==> src/rtl/key_debounce_bank.sv <==
// rtl/key_debounce_bank.sv - multi-channel key synchroniser, tick-based debouncer and edge pulser
// Optional auto-repeat on held keys is enabled by defining KEY_REPEAT_EN.
module key_debounce_bank #(
    parameter int NKEYS        = 18,
    parameter int SAMPLE_DIV   = 50000,
    parameter int STABLE_CNT   = 8,
    parameter int ACTIVE_LOW   = 0,
    parameter int REPEAT_DELAY = 500,
    parameter int REPEAT_RATE  = 100
) (
    input  logic             CLK,
    input  logic             RST,
    input  logic [NKEYS-1:0] key_in,
    output logic [NKEYS-1:0] key_state,
    output logic [NKEYS-1:0] key_press,
    output logic [NKEYS-1:0] key_release,
    output logic             sample_tick
);

    localparam int PW = (SAMPLE_DIV > 1) ? $clog2(SAMPLE_DIV) : 1;
    localparam int CW = $clog2(STABLE_CNT + 1);
    localparam logic [PW-1:0] DIV_LAST = PW'(SAMPLE_DIV - 1);
    localparam logic [CW-1:0] CNT_LAST = CW'(STABLE_CNT - 1);
    localparam logic [NKEYS-1:0] IDLE_LEVEL = (ACTIVE_LOW != 0) ? '1 : '0;

    logic [PW-1:0]    div_cnt;
    logic [NKEYS-1:0] sync1;
    logic [NKEYS-1:0] sync2;
    logic [NKEYS-1:0] level;
    logic [CW-1:0]    cnt [NKEYS];

`ifdef KEY_REPEAT_EN
    localparam int RW = $clog2(REPEAT_DELAY + REPEAT_RATE + 1);
    localparam logic [RW-1:0] REP_FIRST = RW'(REPEAT_DELAY);
    localparam logic [RW-1:0] REP_WRAP  = RW'(REPEAT_DELAY + REPEAT_RATE);
    logic [RW-1:0] rep [NKEYS];
`else
    logic unused_repeat_cfg;
    assign unused_repeat_cfg = REPEAT_DELAY[0] ^ REPEAT_RATE[0];
`endif

    always_ff @(posedge CLK) begin
        if (RST) begin
            div_cnt     <= '0;
            sample_tick <= 1'b0;
        end else begin
            sample_tick <= (div_cnt == DIV_LAST);
            div_cnt     <= (div_cnt == DIV_LAST) ? '0 : div_cnt + 1'b1;
        end
    end

    // Sync flops idle at the released level so reset never looks like a press.
    always_ff @(posedge CLK) begin
        if (RST) begin
            sync1 <= IDLE_LEVEL;
            sync2 <= IDLE_LEVEL;
        end else begin
            sync1 <= key_in;
            sync2 <= sync1;
        end
    end

    assign level = (ACTIVE_LOW != 0) ? ~sync2 : sync2;

    always_ff @(posedge CLK) begin
        if (RST) begin
            key_state   <= '0;
            key_press   <= '0;
            key_release <= '0;
            for (int i = 0; i < NKEYS; i++) begin
                cnt[i] <= '0;
`ifdef KEY_REPEAT_EN
                rep[i] <= '0;
`endif
            end
        end else begin
            key_press   <= '0;
            key_release <= '0;
            if (sample_tick) begin
                for (int i = 0; i < NKEYS; i++) begin
                    if (level[i] == key_state[i]) begin
                        cnt[i] <= '0;
`ifdef KEY_REPEAT_EN
                        // Held key: first repeat at REPEAT_DELAY, then fold back every REPEAT_RATE.
                        if (key_state[i]) begin
                            if (rep[i] == REP_WRAP - 1'b1) begin
                                rep[i]       <= REP_FIRST;
                                key_press[i] <= 1'b1;
                            end else begin
                                rep[i] <= rep[i] + 1'b1;
                                if (rep[i] == REP_FIRST - 1'b1)
                                    key_press[i] <= 1'b1;
                            end
                        end
`endif
                    end else if (cnt[i] == CNT_LAST) begin
                        key_state[i]   <= level[i];
                        cnt[i]         <= '0;
                        key_press[i]   <= level[i];
                        key_release[i] <= ~level[i];
`ifdef KEY_REPEAT_EN
                        rep[i]         <= '0;
`endif
                    end else begin
                        cnt[i] <= cnt[i] + 1'b1;
                    end
                end
            end
        end
    end

endmodule
==> config.mk <==
export PLATFORM = sky130hd
export DESIGN_NAME = key_debounce_bank
export DESIGN_NICKNAME = d
export VERILOG_FILES = /design/src/rtl/key_debounce_bank.sv
export SDC_FILE = /design/constraint.sdc
export NUM_CORES = 1
export LEC_CHECK = 0
export CAP_MARGIN = 30
export CORE_ASPECT_RATIO = 2
export CORE_UTILIZATION = 40
export CTS_CLUSTER_DIAMETER = 100
export DETAILED_ROUTE_END_ITERATION = 8
export DONT_BUFFER_PORTS = 1
export PLACE_DENSITY = 0.52
export SETUP_SLACK_MARGIN = 0.3
export SYNTH_ARGS = -nofsm -noshare
export SYNTH_HDL_FRONTEND = slang
export SYNTH_SLANG_ARGS = --single-unit
==> constraint.sdc <==
create_clock -name CLK -period 4.2 [get_ports CLK]
set_input_delay 0.42 -clock CLK [delete_from_list [all_inputs] [get_ports CLK]]
set_output_delay 0.42 -clock CLK [all_outputs]
set_load 0.05 [all_outputs]
==> out/qor.txt, run 1 <==
Post-synth EDFFs -> 72
gpl congestion -> 0.729
overall routing resource usage -> 0.149
Power Total -> 3.45 mW
Combinational Power Share -> 0.026
CTS tree -> yes
final core occ -> 0.457
Post-synth top cells -> dfxtp_1 (107), nor2_1 (93), edfxtp_1 (72)
filler cell count -> 1,597
Starting Density -> 0.410
Worst path slowest cell -> or3_1
n_diodes -> 0
reg-to-reg setup timing slack -> 2240 ps
sequential area share after synthesis -> 0.607
row count -> 68
hold_buf cts -> 0
Syn Std Cell Area -> 7090 sq um
CTS Root Cell -> clkbuf_16
final wirelength -> 12,600 um
global routing's busiest layer -> met2
ys async rst share -> 0
initial antenna violation count -> 0
worst hold slack -> 61.4 ps
number of cells on the worst reg-to-reg path -> 4
Core ar. -> 17,300 sq um
Syn Inst Count -> 650
Initial DRT Pass Iterations -> 4
met2 usage -> 0.262
HP Start -> RST
hold path cells -> 1
slew margin rel. -> 0.554
CP Max Fanout -> 28
Worst-Margin Slew -> 669 ps
min Tclk post-route -> 1960 ps
die area -> 18,300 sq um
area delta synth->final -> 11.3%
Final #Nets -> 696
total CTS buffers -> 17
Final Setup Violations -> 0
pwr dens -> 438 nW/um^2
Die Ht -> 190 um
clk buf depth -> 2
worst skew pair latency -> 420 ps
cell taking the most area after synthesis -> edfxtp_1
Leak -> 2.84 nW
I/O pin count -> 75
Final Slew Violations -> 0
Int Pwr -> 2.70 mW
Sw Ratio -> 0.217
DPL Wire Length -> 8450 um
crit share post-route -> 0.467
DRC viols -> 0
Synth Flop Type -> dfxtp_1
global route total overflow -> 0
Hold Path Sink -> key_state[1]
PortBufs -> 0
clk sink count -> 179
top-count cell post-synth -> dfxtp_1
largest net degree at the start of global routing -> 73
Critical Path Max Stage Delay -> 480 ps
share of the synthesized area in the top cell type -> 0.305
synth unique cells -> 27
Global Route met1 Usage -> 0.171
fraction of layout cells with a size suffix above 1 -> 0.0731
register share of total power -> 0.546
M3 GR Usage -> 0.0339
Critical Path AT -> 2230 ps
clock share of power -> 0.428
reg-to-reg endpoint -> cnt[8][1]
Avg WL per Cell -> 14.3 um
DR iter-0 viols -> 165
Vias/cell -> 4.97
Worst-path clk slew -> 70 ps
switching power -> 751 uW
CP required -> 4470 ps
post-synth net total -> 689
Setup Buffers After CTS -> 0
count of warnings emitted by yosys -> 0
Post-CTS Resized -> 0
delay-heaviest family, CP -> simple AND/OR/NAND/NOR gates
Worst Skew -> 13.2 ps
number of routed nets with antenna violations -> 0
r2r startpoint -> sample_tick
# Max-Cap Violations -> 0
vias in the first global route -> 4,480
TNS Setup -> 0 ps
crit path cell chain -> buf_4, nand2b_1, or3_1, nor2_1
Critical Path Start Type -> register
vias post-DR -> 4,374
Avg Inst Size Synth -> 10.9 sq um
Tightest Hold Check Type -> input port to register
register bit total from synthesis -> 179
first-pass GRT wire length -> 21,100 um
status -> finished, final reports clean
Buf+Inv Stages, Crit Path -> 1
Max H-tree Level -> 4
Crit. End Element -> register
RSZ-0062 raised after global routing -> false
f_max -> 509 MHz
Critical Setup Path Class -> register to register
Synth area leaders -> edfxtp_1 (30%), dfxtp_1 (30%), nor2_1 (4.9%), xnor2_1 (4.6%), xor2_1 (3.8%)
VDD IR max -> 0.253 mV
Hold Fails Final Rpt -> 0
chip width -> 96.1 um
## state kept, by name, indices dropped and copies added (netlist names)
register     flops
sample_tick      1
div_cnt         16
sync1           18
cnt             72
key_press       18
key_state       18
key_release     18
level           18
## worst max path at each step
stage	start	depth (start not counted)	slack, ps	end
2_1_floorplan	sample_tick	3	1570	cnt[0][0]
3_3_place_gp	sample_tick	4	2270	cnt[8][3]
3_5_place_dp	sample_tick	4	2210	cnt[8][3]
4_1_cts	sample_tick	4	2190	cnt[8][1]
5_1_grt	sample_tick	4	2040	cnt[8][1]
6_report	sample_tick	4	2240	cnt[8][1]
## power groups by stage
stage | clock network, mW | logic, mW | registers, mW
2_1_floorplan | 0 | 0.0811 | 1.92
3_3_place_gp | 0 | 0.0873 | 1.92
3_5_place_dp | 0 | 0.0885 | 1.93
4_1_cts | 1.52 | 0.0895 | 1.89
5_1_grt | 1.59 | 0.105 | 1.89
6_report | 1.48 | 0.0911 | 1.89
## per-stage QoR
| stage | std cells | area, sq um | worst slack (ps) |
|---|---|---|---|
| detailed placement | 847 | 7310 | 2210 |
| CTS | 879 | 7860 | 2190 |
| global route | 880 | 7890 | 2040 |
| global placement | 847 | 7310 | 2270 |
| floorplan | 650 | 7090 | 1570 |
| finish | 880 | 7890 | 2240 |
## cell families after synthesis
logic type / synth area share
compound gates: 0.0127
xor+xnor: 0.0840
fa+ha+maj: 0.0335
buf+inv: 0.0196
flops: 0.607
simple gates: 0.243
## routing by layer
layer	up-vias	wire, um
li1	2198	-
met3	10	441
met1	2072	5340
met4	0	174
met2	94	6600
met5	-	0
## cell usage in the layout (no fill, tap or decap), types with 4 or more instances in the layout
master     synthesis  routed
clkbuf_16          0      18
edfxtp_1          72      72
xor2_1            31      31
dfxtp_1          107     106
ha_1              19      19
nor3_1             4       4
or2_2             13      12
or3_1              6       6
nor2_1            93      93
and3b_1           18      18
xnor2_1           37      37
inv_1             20      20
nand2_1           69      69
nand4_1            7       7
nor2b_1           37      36
inv_6              0       5
a21oi_1           18      18
nand3_1           39      39
nor3b_1           36      36
## layout make-up
cell class | instances | area [sq um] | area share
sequential | 179 | 4310 | 0.546
inverter | 20 | 75.1 | 0.00952
multi-input combinational | 436 | 2650 | 0.336
clock buffer | 21 | 462 | 0.0585
timing repair buffer | 3 | 42.5 | 0.00539
clock inverter | 11 | 88.8 | 0.0113
tap | 210 | 263 | 0.0333
(Power assumes the default switching activity.)
==> run 2: changes to the inputs <==
--- a/config.mk
+++ b/config.mk
@@ -11,7 +11,7 @@
 export CTS_CLUSTER_DIAMETER = 100
 export DETAILED_ROUTE_END_ITERATION = 8
 export DONT_BUFFER_PORTS = 1
-export PLACE_DENSITY = 0.52
+export PLACE_DENSITY = 0.54
 export SETUP_SLACK_MARGIN = 0.3
 export SYNTH_ARGS = -nofsm -noshare
 export SYNTH_HDL_FRONTEND = slang
==> constraint.sdc (replaced) <==
create_clock -name CLK -period 1.7 [get_ports CLK]
set_input_delay 0.17 -clock CLK [delete_from_list [all_inputs] [get_ports CLK]]
set_output_delay 0.17 -clock CLK [all_outputs]
set_load 0.05 [all_outputs]
==> out/qor.txt, run 2 (same netlist as run 1, synthesis figures left out) <==
status -> finished, final reports clean
most frequent cells in the layout -> dfxtp_1 (91), edfxtp_1 (72), buf_4 (71)
Critical Path Start Type -> register
gpl congestion -> 0.707 (-3.1%)
overall routing resource usage -> 0.163 (+0.0142)
vias in the first global route -> 4,869 (+8.7%)
I/O pin count -> 75 (unchanged)
Leak -> 3.53 nW (+24%)
Final Setup Violations -> 0 (unchanged)
Avg WL per Cell -> 14.6 um (+2.6%)
Critical Path AT -> 1950 ps (-280 ps)
commonest non-fill, non-tap cell in the layout -> dfxtp_1
Final #Nets -> 795 (+14%)
final wirelength -> 14,300 um (+14%)
vias post-DR -> 4,840 (+11%)
Die Ht -> 190 um (unchanged)
Hold Fails Final Rpt -> 0 (unchanged)
pwr dens -> 973 nW/um^2 (+120%)
Worst path slowest cell -> or4_1
Worst-path clk slew -> 70 ps (about the same)
RSZ-0062 raised after global routing -> true
clk buf depth -> 2 (unchanged)
number of cells on the worst reg-to-reg path -> 4 (unchanged)
Max H-tree Level -> 4 (unchanged)
row count -> 68 (unchanged)
Core ar. -> 17,300 sq um (unchanged)
Worst path depth -> 4 (unchanged)
DR iter-0 viols -> 157 (-4.8%)
f_max -> 616 MHz (+21%)
Critical Path Max Stage Delay -> 510 ps (+30 ps)
initial antenna violation count -> 0 (unchanged)
area delta synth->final -> 31.2%
# Max-Cap Violations -> 0 (unchanged)
Vias/cell -> 4.94 (-0.54%)
worst skew pair latency -> 430 ps (about the same)
delay-heaviest family, CP -> simple AND/OR/NAND/NOR gates
min Tclk post-route -> 1620 ps (-338 ps)
Starting Density -> 0.410 (unchanged)
Crit. End Element -> register
CP required -> 2030 ps (-2440 ps)
Biggest register -> cnt
die area -> 18,300 sq um (unchanged)
DPL Wire Length -> 8740 um (+3.4%)
clk sink count -> 179 (unchanged)
Critical Setup Path Class -> register to register
max reg flops -> 72 (unchanged)
chip width -> 96.1 um (unchanged)
VDD IR max -> 0.570 mV (+130%)
Final Slew Violations -> 0 (unchanged)
Worst-Margin Slew -> 489 ps (-180 ps)
n_diodes -> 0 (unchanged)
CTS Root Cell -> clkbuf_16
post-placement cell area -> 7600 sq um (+4.0%)
total CTS buffers -> 17 (unchanged)
CTS tree -> yes
DRC viols -> 0 (unchanged)
CP Max Fanout -> 7 (-75%)
global route total overflow -> 0 (unchanged)
PortBufs -> 0 (unchanged)
Buf+Inv Stages, Crit Path -> 0 (-1)
Tightest Hold Check Type -> input port to register
fraction of layout cells with a size suffix above 1 -> 0.328 (+0.255)
number of routed nets with antenna violations -> 0 (unchanged)
crit share post-route -> 0.956 (+0.488)
slew margin rel. -> 0.674 (+0.120)
first-pass GRT wire length -> 22,400 um (+6.5%)
worst hold slack -> 78.0 ps (+16.7 ps)
Initial DRT Pass Iterations -> 4 (unchanged)
post-route cell area -> 9300 sq um (+18%)
largest net degree at the start of global routing -> 59 (-19%)
Worst Skew -> 7.09 ps (-6.08 ps)
crit path cell chain -> or4_1, or4_4, nand2b_4, nor2_1
hold path cells -> 2 (+1)
[run 2: final timing paths]
| check | from | to | slack [ps] |
|---|---|---|---|
| min | RST | sample_tick | 80 |
| max reg2reg | div_cnt[12] | div_cnt[14] | 80 |
| min reg2reg | sync1[17] | level[17] | 440 |
| max | div_cnt[12] | div_cnt[14] | 80 |
[run 2: worst register-to-register path, delay by kind of cell (launching register included)]
kind | cells | cell delay (ps)
AND/OR/NAND/NOR | 4 | 1200
flip-flops | 1 | 320
[run 2: layout make-up]
class / count / area [sq um]
clock inverter: 13 / 143
timing repair buffer: 101 / 953
sequential: 179 / 4330
multi-input combinational: 437 / 3090
tap: 210 / 263
inverter: 20 / 75.1
clock buffer: 19 / 454
fill: 1540 / 7970
[run 2: what timing repair did]
item | CTS | global route
setup endpoints to repair | 104 | 174
buffers inserted | 36 | 15
cloned | 3 | 1
gates resized for setup | 42 | 94
hold buffers | 19 | 0
endpoints found under the hold margin | 71 | 0
pin swaps | 36 | 28
[run 2: routing by layer]
metal | routed length [um] | share of wire | GRT usage | vias up
met2 | 7980 | 0.56 | 0.295 | 80
met1 | 5640 | 0.39 | 0.170 | 2341
met5 | 0 | 0 | 0 | -
li1 | - | - | - | 2396
met3 | 424 | 0.030 | 0.0431 | 23
met4 | 283 | 0.020 | 0.0741 | 0
[run 2: power by group]
| group | switching (mW) | internal, mW | leakage, nW | total [mW] |
|---|---|---|---|---|
| clock network | 1.72 | 2.28 | 0.301 | 4.00 |
| registers | 0.0854 | 4.57 | 1.59 | 4.66 |
| logic | 0.189 | 0.205 | 1.64 | 0.394 |
| total | 1.99 | 7.06 | 3.53 | 9.05 |
[run 2: per-stage QoR]
step                      std cells  TNS (ps)  worst slack [ps]  power [mW]   util
after floorplan                 650      -877             -12.2        4.93      -
after global placement          873         0              71.2        4.97  0.440
final                           979         0              75.5        9.05  0.539
after global routing            979         0              42.5        9.35  0.539
after CTS                       963         0              84.1        9.11  0.513
after detailed placement        873         0              56.9        4.99  0.440
==> run 3: changes to the inputs <==
--- a/config.mk
+++ b/config.mk
@@ -11,6 +11,7 @@
 export CTS_CLUSTER_DIAMETER = 100
 export DETAILED_ROUTE_END_ITERATION = 8
 export DONT_BUFFER_PORTS = 1
+export MAX_ROUTING_LAYER = met4
 export PLACE_DENSITY = 0.54
 export SETUP_SLACK_MARGIN = 0.3
 export SYNTH_ARGS = -nofsm -noshare
==> out/qor.txt, run 3 (same netlist as run 1, synthesis figures left out) <==
status -> finished, final reports clean
commonest non-fill, non-tap cell in the layout -> dfxtp_1
Worst Skew -> 7.05 ps (-0.0374 ps)
slew margin rel. -> 0.674 (unchanged)
largest net degree at the start of global routing -> 59 (unchanged)
final wirelength -> 14,300 um (-0.16%)
total CTS buffers -> 17 (unchanged)
TNS Setup -> 0 ps (unchanged)
Initial DRT Pass Iterations -> 4 (unchanged)
number of routed nets with antenna violations -> 0 (unchanged)
worst skew pair latency -> 430 ps (about the same)
hold path cells -> 2 (unchanged)
DRC viols -> 0 (unchanged)
worst hold slack -> 80.3 ps (+2.26 ps)
CTS Root Cell -> clkbuf_16
Max H-tree Level -> 4 (unchanged)
Worst-path clk slew -> 70 ps (about the same)
Final Setup Violations -> 0 (unchanged)
CP Max Fanout -> 7 (unchanged)
crit share post-route -> 0.954 (-0.00201)
chip width -> 96.1 um (unchanged)
Critical Path Max Stage Delay -> 510 ps (about the same)
Leak -> 3.53 nW (about the same)
Hold Path Sink -> sample_tick
fraction of layout cells with a size suffix above 1 -> 0.330 (+0.00260)
Worst-Margin Slew -> 489 ps (-0.000596 ps)
CP required -> 2030 ps (about the same)
Hold Fails Final Rpt -> 0 (unchanged)
Tightest Hold Check Type -> input port to register
Core ar. -> 17,300 sq um (unchanged)
clk buf depth -> 2 (unchanged)
Worst path slowest cell -> or4_1
global route total overflow -> 0 (unchanged)
Die Ht -> 190 um (unchanged)
Starting Density -> 0.410 (unchanged)
HP Start -> RST
clk sink count -> 179 (unchanged)
I/O pin count -> 75 (unchanged)
crit path cell chain -> or4_1, or4_4, nand2b_4, nor2_1
number of cells on the worst reg-to-reg path -> 4 (unchanged)
f_max -> 617 MHz (+0.21%)
reg-to-reg setup timing slack -> 80 ps (about the same)
max reg flops -> 72 (unchanged)
min Tclk post-route -> 1620 ps (-3.43 ps)
gpl congestion -> 0.715 (+1.1%)
PortBufs -> 0 (unchanged)
RSZ-0062 raised after global routing -> true
Biggest register -> cnt
die area -> 18,300 sq um (unchanged)
Critical Path AT -> 1950 ps (about the same)
overall routing resource usage -> 0.168 (+0.00515)
initial antenna violation count -> 0 (unchanged)
first-pass GRT wire length -> 22,500 um (+0.12%)
r2r startpoint -> div_cnt[12]
Critical Path Start Type -> register
vias in the first global route -> 4,861 (-0.16%)
DPL Wire Length -> 8740 um (unchanged)
Final #Nets -> 795 (unchanged)
row count -> 68 (unchanged)
# Max-Cap Violations -> 0 (unchanged)
Vias/cell -> 4.93 (-0.19%)
pwr dens -> 972 nW/um^2 (-0.11%)
CTS tree -> yes
Critical Setup Path Class -> register to register
Avg WL per Cell -> 14.6 um (-0.16%)
n_diodes -> 0 (unchanged)
vias post-DR -> 4,831 (-0.19%)
most frequent cells in the layout -> dfxtp_1 (91), edfxtp_1 (72), buf_4 (71)
final core occ -> 0.539 (+0.000580)
DR iter-0 viols -> 137 (-13%)
Final Slew Violations -> 0 (unchanged)
VDD IR max -> 0.571 mV (+0.22%)
reg-to-reg endpoint -> div_cnt[14]
area delta synth->final -> 31.4%
Crit. End Element -> register
run 3: cell counts in the layout (fill, tap and decap cells not counted):
Identical to the previous run, type by type.
run 3: layer usage:
metal	wire [um]	vias up	global-route usage	part of all wire
met5	0	-	-	0
met4	312	0	0.0741	0.022
met3	438	22	0.0451	0.031
met2	7920	81	0.295	0.55
met1	5630	2331	0.170	0.39
li1	-	2397	-	-
run 3: area by class of cell:
cell class	count	area [sq um]
Fill cell	1541	7960
Sequential cell	179	4330
Multi-Input combinational cell	437	3100
Timing Repair Buffer	101	953
Clock buffer	19	454
Tap cell	210	263
Clock inverter	13	143
Inverter	20	75.1
run 3: stage by stage:
step	total power, mW	cell area, sq um	worst slack [ps]	cells
4_1_cts	9.11	8860	84.1	963
5_1_grt	9.36	9310	42.8	979
6_report	9.05	9310	78.9	979
3_3_place_gp	4.97	7600	71.2	873
3_5_place_dp	4.99	7600	56.9	873
2_1_floorplan	4.93	7190	-12.2	650
run 3: worst max-delay path by stage:
stage,slack (ps),from,depth (start not counted),to
6_report,80,div_cnt[12],4,div_cnt[14]
2_1_floorplan,-10,sample_tick,3,cnt[0][0]
4_1_cts,80,div_cnt[12],4,div_cnt[15]
5_1_grt,40,div_cnt[12],4,div_cnt[15]
3_3_place_gp,70,div_cnt[13],4,div_cnt[0]
3_5_place_dp,60,div_cnt[13],4,div_cnt[7]
run 3: timing repair:
action / 4_1_cts / 5_1_grt
setup buffers: 36 / 15
pin swaps: 36 / 28
hold buffers: 19 / 0
gates resized for setup: 42 / 96
hold endpoints to repair: 71 / 0
cloned: 3 / 1
setup endpoints to repair: 104 / 174
run 3: report_power, final:
group | switching, mW | internal, mW
clock network | 1.72 | 2.28
registers | 0.0860 | 4.57
logic | 0.188 | 0.205
total | 1.99 | 7.06
run 3: critical path: cells and delay by family (launching register included):
family | cells | cell delay [ps]
simple gates | 4 | 1200
flops | 1 | 320
